--- src/rtl/fifo_pkg.sv ---
// fifo_pkg: shared definitions for the sync_fifo slice.
//   ptr_width()   - pointer width for a given depth
//   level_width() - width of the occupancy count (must hold 0..DEPTH)
//   params_ok()   - parameter legality check used at elaboration
//   fifo_status_t - packed status bundle for wrappers
package fifo_pkg;

  typedef struct packed {
    logic empty;
    logic full;
    logic almost_full;
    logic almost_empty;
    logic overflow;
    logic underflow;
  } fifo_status_t;

  function automatic int ptr_width(input int depth);
    return (depth > 32'sd1) ? $clog2(depth) : 32'sd1;
  endfunction

  function automatic int level_width(input int depth);
    return $clog2(depth) + 32'sd1;
  endfunction

  function automatic bit params_ok(input int depth, input int afull_th, input int aempty_th);
    bit pow2;
    bit af_ok;
    bit ae_ok;
    pow2  = (depth >= 32'sd2) && ((depth & (depth - 32'sd1)) == 32'sd0);
    af_ok = (afull_th >= 32'sd1) && (afull_th <= depth);
    ae_ok = (aempty_th >= 32'sd0) && (aempty_th <= depth - 32'sd1);
    return pow2 && af_ok && ae_ok;
  endfunction

endpackage

--- src/rtl/sync_fifo_if.sv ---
// sync_fifo_if: producer/consumer handshake bundle for sync_fifo.
//   master modport: drives flush, wr_en, data_in, rd_en; observes data and status.
//   slave  modport: the FIFO side, drives data_out, level and all status flags.
interface sync_fifo_if
  import fifo_pkg::*;
#(
  parameter int WIDTH = 8,
  parameter int DEPTH = 16
);
  localparam int LW = level_width(DEPTH);

  logic             flush;
  logic             wr_en;
  logic [WIDTH-1:0] data_in;
  logic             rd_en;
  logic [WIDTH-1:0] data_out;
  logic             empty;
  logic             full;
  logic             almost_full;
  logic             almost_empty;
  logic [LW-1:0]    level;
  logic             overflow;
  logic             underflow;

  modport master (
    output flush, wr_en, data_in, rd_en,
    input  data_out, empty, full, almost_full, almost_empty, level, overflow, underflow
  );

  modport slave (
    input  flush, wr_en, data_in, rd_en,
    output data_out, empty, full, almost_full, almost_empty, level, overflow, underflow
  );
endinterface

--- src/rtl/sync_fifo_ram.sv ---
// sync_fifo_ram: DEPTH x WIDTH register array.
//   clk     - write clock
//   wr_en   - write strobe, stores wr_data at wr_addr
//   rd_addr - asynchronous read address, rd_data follows it combinationally
// Contents are intentionally not reset; the FIFO never exposes unwritten words.
module sync_fifo_ram
  import fifo_pkg::*;
#(
  parameter int WIDTH = 8,
  parameter int DEPTH = 16,
  parameter int AW    = ptr_width(DEPTH)
) (
  input  logic             clk,
  input  logic             wr_en,
  input  logic [AW-1:0]    wr_addr,
  input  logic [WIDTH-1:0] wr_data,
  input  logic [AW-1:0]    rd_addr,
  output logic [WIDTH-1:0] rd_data
);
  logic [WIDTH-1:0] mem_r [DEPTH];

  // Storage write port.
  always_ff @(posedge clk) begin
    if (wr_en) begin
      mem_r[wr_addr] <= wr_data;
    end
  end

  assign rd_data = mem_r[rd_addr];
endmodule

--- src/rtl/sync_fifo.sv ---
// sync_fifo: single-clock FIFO with thresholds, live level, sticky errors and flush.
//   clk   - sole clock, rising edge
//   rst_n - asynchronous active-low reset
//   bus   - sync_fifo_if.slave: flush/wr_en/data_in/rd_en in;
//           data_out, empty, full, almost_full, almost_empty, level,
//           overflow, underflow out
// FWFT=0 gives a registered read (data one cycle after rd_en); FWFT=1 shows
// the head word whenever the FIFO is not empty and rd_en pops it.
module sync_fifo
  import fifo_pkg::*;
#(
  parameter int WIDTH     = 8,
  parameter int DEPTH     = 16,
  parameter int AFULL_TH  = DEPTH - 2,
  parameter int AEMPTY_TH = 2,
  parameter int FWFT      = 0
) (
  input logic       clk,
  input logic       rst_n,
  sync_fifo_if.slave bus
);
  localparam int AW = ptr_width(DEPTH);
  localparam int LW = level_width(DEPTH);
  localparam logic [LW-1:0] AFULL_LVL  = LW'(AFULL_TH);
  localparam logic [LW-1:0] AEMPTY_LVL = LW'(AEMPTY_TH);
  localparam logic [LW-1:0] FULL_LVL   = LW'(DEPTH);

  if (!params_ok(DEPTH, AFULL_TH, AEMPTY_TH)) begin : g_param_err
    $error("sync_fifo: DEPTH must be a power of two >= 2 and thresholds in range");
  end

  logic [AW-1:0]    wr_ptr_r;
  logic [AW-1:0]    rd_ptr_r;
  logic [LW-1:0]    level_r;
  logic [LW-1:0]    level_nxt_s;
  logic             empty_r;
  logic             full_r;
  logic             afull_r;
  logic             aempty_r;
  logic             ovf_r;
  logic             udf_r;
  logic             wr_acc_s;
  logic             rd_acc_s;
  logic [WIDTH-1:0] rd_data_s;

  // Acceptance from registered flags only; flush masks both requests.
  always_comb begin
    wr_acc_s    = 1'b0;
    rd_acc_s    = 1'b0;
    level_nxt_s = level_r;
    if (bus.flush) begin
      level_nxt_s = {LW{1'b0}};
    end else begin
      wr_acc_s = bus.wr_en && !full_r;
      rd_acc_s = bus.rd_en && !empty_r;
      case ({wr_acc_s, rd_acc_s})
        2'b10:   level_nxt_s = level_r + LW'(1'b1);
        2'b01:   level_nxt_s = level_r - LW'(1'b1);
        default: level_nxt_s = level_r;
      endcase
    end
  end

  // Pointers, level, status flags and sticky errors.
  // Flags are registered from the next level so they always match level_r.
  always_ff @(posedge clk or negedge rst_n) begin
    if (!rst_n) begin
      wr_ptr_r <= {AW{1'b0}};
      rd_ptr_r <= {AW{1'b0}};
      level_r  <= {LW{1'b0}};
      empty_r  <= 1'b1;
      full_r   <= 1'b0;
      afull_r  <= 1'b0;
      aempty_r <= 1'b1;
      ovf_r    <= 1'b0;
      udf_r    <= 1'b0;
    end else begin
      level_r  <= level_nxt_s;
      empty_r  <= (level_nxt_s == {LW{1'b0}});
      full_r   <= (level_nxt_s == FULL_LVL);
      afull_r  <= (level_nxt_s >= AFULL_LVL);
      aempty_r <= (level_nxt_s <= AEMPTY_LVL);
      if (bus.flush) begin
        wr_ptr_r <= {AW{1'b0}};
        rd_ptr_r <= {AW{1'b0}};
        ovf_r    <= 1'b0;
        udf_r    <= 1'b0;
      end else begin
        if (wr_acc_s) wr_ptr_r <= wr_ptr_r + AW'(1'b1);
        if (rd_acc_s) rd_ptr_r <= rd_ptr_r + AW'(1'b1);
        if (bus.wr_en && full_r)  ovf_r <= 1'b1;
        if (bus.rd_en && empty_r) udf_r <= 1'b1;
      end
    end
  end

  sync_fifo_ram #(
    .WIDTH (WIDTH),
    .DEPTH (DEPTH),
    .AW    (AW)
  ) u_ram (
    .clk     (clk),
    .wr_en   (wr_acc_s),
    .wr_addr (wr_ptr_r),
    .wr_data (bus.data_in),
    .rd_addr (rd_ptr_r),
    .rd_data (rd_data_s)
  );

  if (FWFT != 0) begin : g_fwft
    // Head word is shown directly; forced to zero while empty so reset reads 0.
    assign bus.data_out = empty_r ? {WIDTH{1'b0}} : rd_data_s;
  end else begin : g_reg
    logic [WIDTH-1:0] dout_r;

    // Output register loads only on an accepted read, so it holds across flush.
    always_ff @(posedge clk or negedge rst_n) begin
      if (!rst_n) begin
        dout_r <= {WIDTH{1'b0}};
      end else if (rd_acc_s) begin
        dout_r <= rd_data_s;
      end
    end

    assign bus.data_out = dout_r;
  end

  assign bus.level        = level_r;
  assign bus.empty        = empty_r;
  assign bus.full         = full_r;
  assign bus.almost_full  = afull_r;
  assign bus.almost_empty = aempty_r;
  assign bus.overflow     = ovf_r;
  assign bus.underflow    = udf_r;
endmodule

--- src/flat_wrapper.sv ---
// flat-port wrapper written by rule: the top's interface ports become plain ports
module sync_fifo_flat import fifo_pkg::*;
#(
  parameter int WIDTH     = 8,
  parameter int DEPTH     = 16,
  parameter int AFULL_TH  = DEPTH - 2,
  parameter int AEMPTY_TH = 2,
  parameter int FWFT      = 0
)
  (clk, rst_n, bus_flush, bus_wr_en, bus_data_in, bus_rd_en, bus_data_out, bus_empty, bus_full, bus_almost_full, bus_almost_empty, bus_level, bus_overflow, bus_underflow);
  sync_fifo_if #(.WIDTH(WIDTH), .DEPTH(DEPTH)) bus_i ();
  input logic clk;
  input logic rst_n;
  input wire logic [$bits(bus_i.flush)-1:0] bus_flush;
  input wire logic [$bits(bus_i.wr_en)-1:0] bus_wr_en;
  input wire logic [$bits(bus_i.data_in)-1:0] bus_data_in;
  input wire logic [$bits(bus_i.rd_en)-1:0] bus_rd_en;
  output wire logic [$bits(bus_i.data_out)-1:0] bus_data_out;
  output wire logic [$bits(bus_i.empty)-1:0] bus_empty;
  output wire logic [$bits(bus_i.full)-1:0] bus_full;
  output wire logic [$bits(bus_i.almost_full)-1:0] bus_almost_full;
  output wire logic [$bits(bus_i.almost_empty)-1:0] bus_almost_empty;
  output wire logic [$bits(bus_i.level)-1:0] bus_level;
  output wire logic [$bits(bus_i.overflow)-1:0] bus_overflow;
  output wire logic [$bits(bus_i.underflow)-1:0] bus_underflow;
  assign bus_i.flush = bus_flush;
  assign bus_i.wr_en = bus_wr_en;
  assign bus_i.data_in = bus_data_in;
  assign bus_i.rd_en = bus_rd_en;
  assign bus_data_out = bus_i.data_out;
  assign bus_empty = bus_i.empty;
  assign bus_full = bus_i.full;
  assign bus_almost_full = bus_i.almost_full;
  assign bus_almost_empty = bus_i.almost_empty;
  assign bus_level = bus_i.level;
  assign bus_overflow = bus_i.overflow;
  assign bus_underflow = bus_i.underflow;
  sync_fifo #(.WIDTH(WIDTH), .DEPTH(DEPTH), .AFULL_TH(AFULL_TH), .AEMPTY_TH(AEMPTY_TH), .FWFT(FWFT)) u_core (.clk(clk), .rst_n(rst_n), .bus(bus_i));
endmodule
--- config.mk ---
export PLATFORM = sky130hd
export DESIGN_NAME = sync_fifo_flat
export DESIGN_NICKNAME = d
export VERILOG_FILES = /design/src/rtl/fifo_pkg.sv /design/src/rtl/sync_fifo_if.sv /design/src/rtl/sync_fifo_ram.sv /design/src/rtl/sync_fifo.sv /design/src/flat_wrapper.sv
export SDC_FILE = /design/constraint.sdc
export NUM_CORES = 1
export LEC_CHECK = 0
export CORE_MARGIN = 2
export CORE_UTILIZATION = 54
export DETAILED_ROUTE_END_ITERATION = 7
export GPL_ROUTABILITY_DRIVEN = 0
export PLACE_DENSITY = 0.76
export SYNTH_ARGS = -nofsm -noshare
export SYNTH_HDL_FRONTEND = slang
export SYNTH_SLANG_ARGS = --single-unit
--- constraint.sdc ---
create_clock -name clk -period 2.3 [get_ports clk]
set_input_delay 0.69 -clock clk [delete_from_list [all_inputs] [get_ports clk]]
set_output_delay 0.69 -clock clk [all_outputs]
set_load 0.1 [all_outputs]
==> results_dict.tcl <==
set metrics [dict create \
    final-setup-viol-count 0 \
    hold_viol 0 \
    antenna_found_initial 0 \
    yosys.cell_count.top_type "edfxtp_1" \
    fin_nets 438 \
    worstMarginPinSlew_ns 0.678 \
    hp-class "reg -> reg" \
    syn_nets 362 \
    n_antenna_cell 0 \
    area_growth_syn_to_layout_pct 25.5 \
    drv_cap 0 \
    detailedPlace.worstSlack_ns -0.689 \
    fin_crit_sh_pct 97.3 \
    die-width_um 112 \
    timing.final.ws_setup_ns 0.0623 \
    max_freq_ghz 0.447 \
    synth_cell_types 38 \
    drt_iter0_markers 219 \
    skew_ns 0.00923 \
    grt_max_degree 36 \
    cts_tree "yes" \
    yosysSeqAreaShare_pct 71.5 \
    synthArstFlopShare_pct 17.4 \
    cp-start-kind "flop" \
    slew_headroom_pct 54.6 \
    grt_pass1_wl_um 19400 \
    synth_edf_count 128 \
    rsz0062_at_grt "true" \
    first_global_vias 3409 \
    cpMaxStageDelayCell "dfstp_4" \
    wl_um 12300 \
    synth_top_area_share_pct 60.8 \
    power.leakage_nw 2.83 \
    vias 3365 \
    design_area_mm2 0.00793 \
    max_stage_delay_ns 0.64 \
    root_buffer "clkbuf_16" \
    dr.pass1.iters 5 \
    die_y_um 112 \
    min_period_ns 2.24 \
    via_per_inst 5.87 \
    slew_violations 0 \
    rows 39 \
    clock_latency_ns 0.42 \
    ys.flop_type "edfxtp_1" \
    cts.reportedPaths.clkPinSlew_ns 0.06 \
    gr-total-overflow 0 \
    htreeDepth 4 \
    powerDensity_mw_per_mm2 1020 \
    clk_path_buf_depth 2 \
    crit_chain "nor2b_4, ha_4, xor2_1, ha_2, a21oi_2, mux2i_1, xor2_1, nand2_1, nor4b_2" \
    hpwlAfterDp_um 7910 \
    cts_buffers 17 \
    drive_gt1_share_pct 33.0 \
    core_mm2 0.0114 \
    peakVddDrop_mv 1.23 \
    cp_max_fo 3 \
    crit_path_frequent_cell "xor2_1" \
    drc 0 \
    wl_per_cell_um 21.5 \
    hold_slack_ns 0.504 \
    cp_data_required_time_ns 2.62 \
    synthesis.area_mm2 0.00632 \
    start_util_pct 55.4 \
    ant_nets 0 \
    setup_tns_ns 0 \
    clock_sinks 155 \
    io_buffers 31 \
    placed_area_mm2 0.00726 \
    ys_ff_latch 155 \
    ioPinCount 32 \
    endpoint_kind "flop" \
    synthCells 341 \
    die_area_mm2 0.0126 \
    synth_area_leader_cell "edfxtp_1" \
    syn-mean-instance-area_um2 18.5 \
    netlist_top_cells_area "edfxtp_1 61%, dfrtp_1 9.9%, mux4_2 8.6%, mux4_1 3.3%, mux2i_1 1.7%" \
    synth_common_cells "128 x edfxtp_1, 25 x dfrtp_1, 24 x mux4_2" \
    grt.total_usage_pct 21.0 \
    status "completed" \
    ys_warn_count 0 \
    worstPathArrival_ns 2.56 \
    critPathKind "reg -> reg" \
]
## stage by stage
| stage | instances | power [mW] | util [%] |
|---|---|---|---|
| after CTS | 571 | 8.13 | 69.3 |
| final | 573 | 8.09 | 69.4 |
| after floorplan | 341 | 4.66 | - |
| after global placement | 539 | 5.18 | 63.6 |
| after detailed placement | 539 | 5.22 | 63.6 |
| after global routing | 573 | 8.35 | 69.4 |
## registers in the layout, summed over array words and instances, names as in the netlist
register / flops
u_core.bus.empty: 1
u_core.bus.data_out: 8
u_core.wr_ptr_r: 4
u_core.bus.overflow: 1
u_core.u_ram.mem_r: 128
u_core.bus.level: 5
u_core.bus.full: 1
u_core.bus.almost_empty: 1
u_core.bus.almost_full: 1
u_core.rd_ptr_r: 4
u_core.bus.underflow: 1
## cells by family after synthesis
group / after synthesis / share of synthesized area (%)
xor+xnor: 10 / 1.39
mux: 51 / 15.0
simple gates: 69 / 5.58
fa+ha+maj: 8 / 1.58
flops: 155 / 71.5
buf+inv: 25 / 2.02
compound gates: 23 / 2.85
## area by class of cell
cell class                      instances  area, µm²
Clock inverter                         14        193
Tap cell                              143        179
Clock buffer                           18        429
Inverter                                5       18.8
Sequential cell                       155       4530
Multi-Input combinational cell        161       1740
Fill cell                             732       3490
Timing Repair Buffer                   77        845
## routing by layer
metal	share of wire (%)	up-vias	wire (µm)	track usage [%]
met2	49	96	6060	31.9
met4	1.5	0	191	7.80
met1	45	1736	5530	30.7
met3	4.6	15	568	4.59
li1	-	1518	-	-
met5	0	-	0	0
## cell usage in the layout, fill, tap and decap left out, types with 5 or more instances in the layout
master / n
clkdlybuf4s50_1: 10
and2_1: 6
nor2_1: 19
edfxtp_1: 128
ha_1: 5
mux2i_1: 11
clkbuf_16: 17
mux4_1: 8
xor2_1: 5
mux2_2: 8
buf_4: 46
nor3_1: 11
mux4_2: 24
nand2_1: 9
and3_1: 8
a221o_1: 8
buf_12: 19
dfrtp_1: 23
## worst max-delay path: cells and delay by family, from the launching register on
family,cells,cell delay [ns]
AOI/OAI and AO/OA,1,0.13
xor gates and xnor gates,2,0.36
adders and majority gates,2,0.35
DFF,1,0.64
muxes,1,0.25
and+or+nand+nor,3,0.41
## report_power, final
part	internal, mW	switching [mW]
clock	1.82	1.09
sequential	3.19	0.131
combinational	0.656	1.21
## worst paths after layout
path | from | endpoint | slack, ns | cells past startpoint
setup / recovery | u_core.bus.empty | u_core.bus.full | 0.06 | 9
hold / removal | u_core.bus.overflow | u_core.bus.overflow | 0.50 | 2
setup reg to reg | u_core.bus.empty | u_core.bus.full | 0.06 | 9
hold reg to reg | u_core.bus.overflow | u_core.bus.overflow | 0.50 | 2
max in group asynchronous | rst_n | u_core.bus.almost_empty | 1.35 | 2
min in group asynchronous | rst_n | u_core.bus.overflow | 0.65 | 2
## what timing repair did
item                                    CTS  global route
endpoints found under the setup margin    7             4
pin swaps                                 3             3
gates resized for setup                   8             2
hold buffers                              0             0
hold endpoints to repair                  0             0
buffers inserted                          1             2
Power figures use the tool's default switching activity.
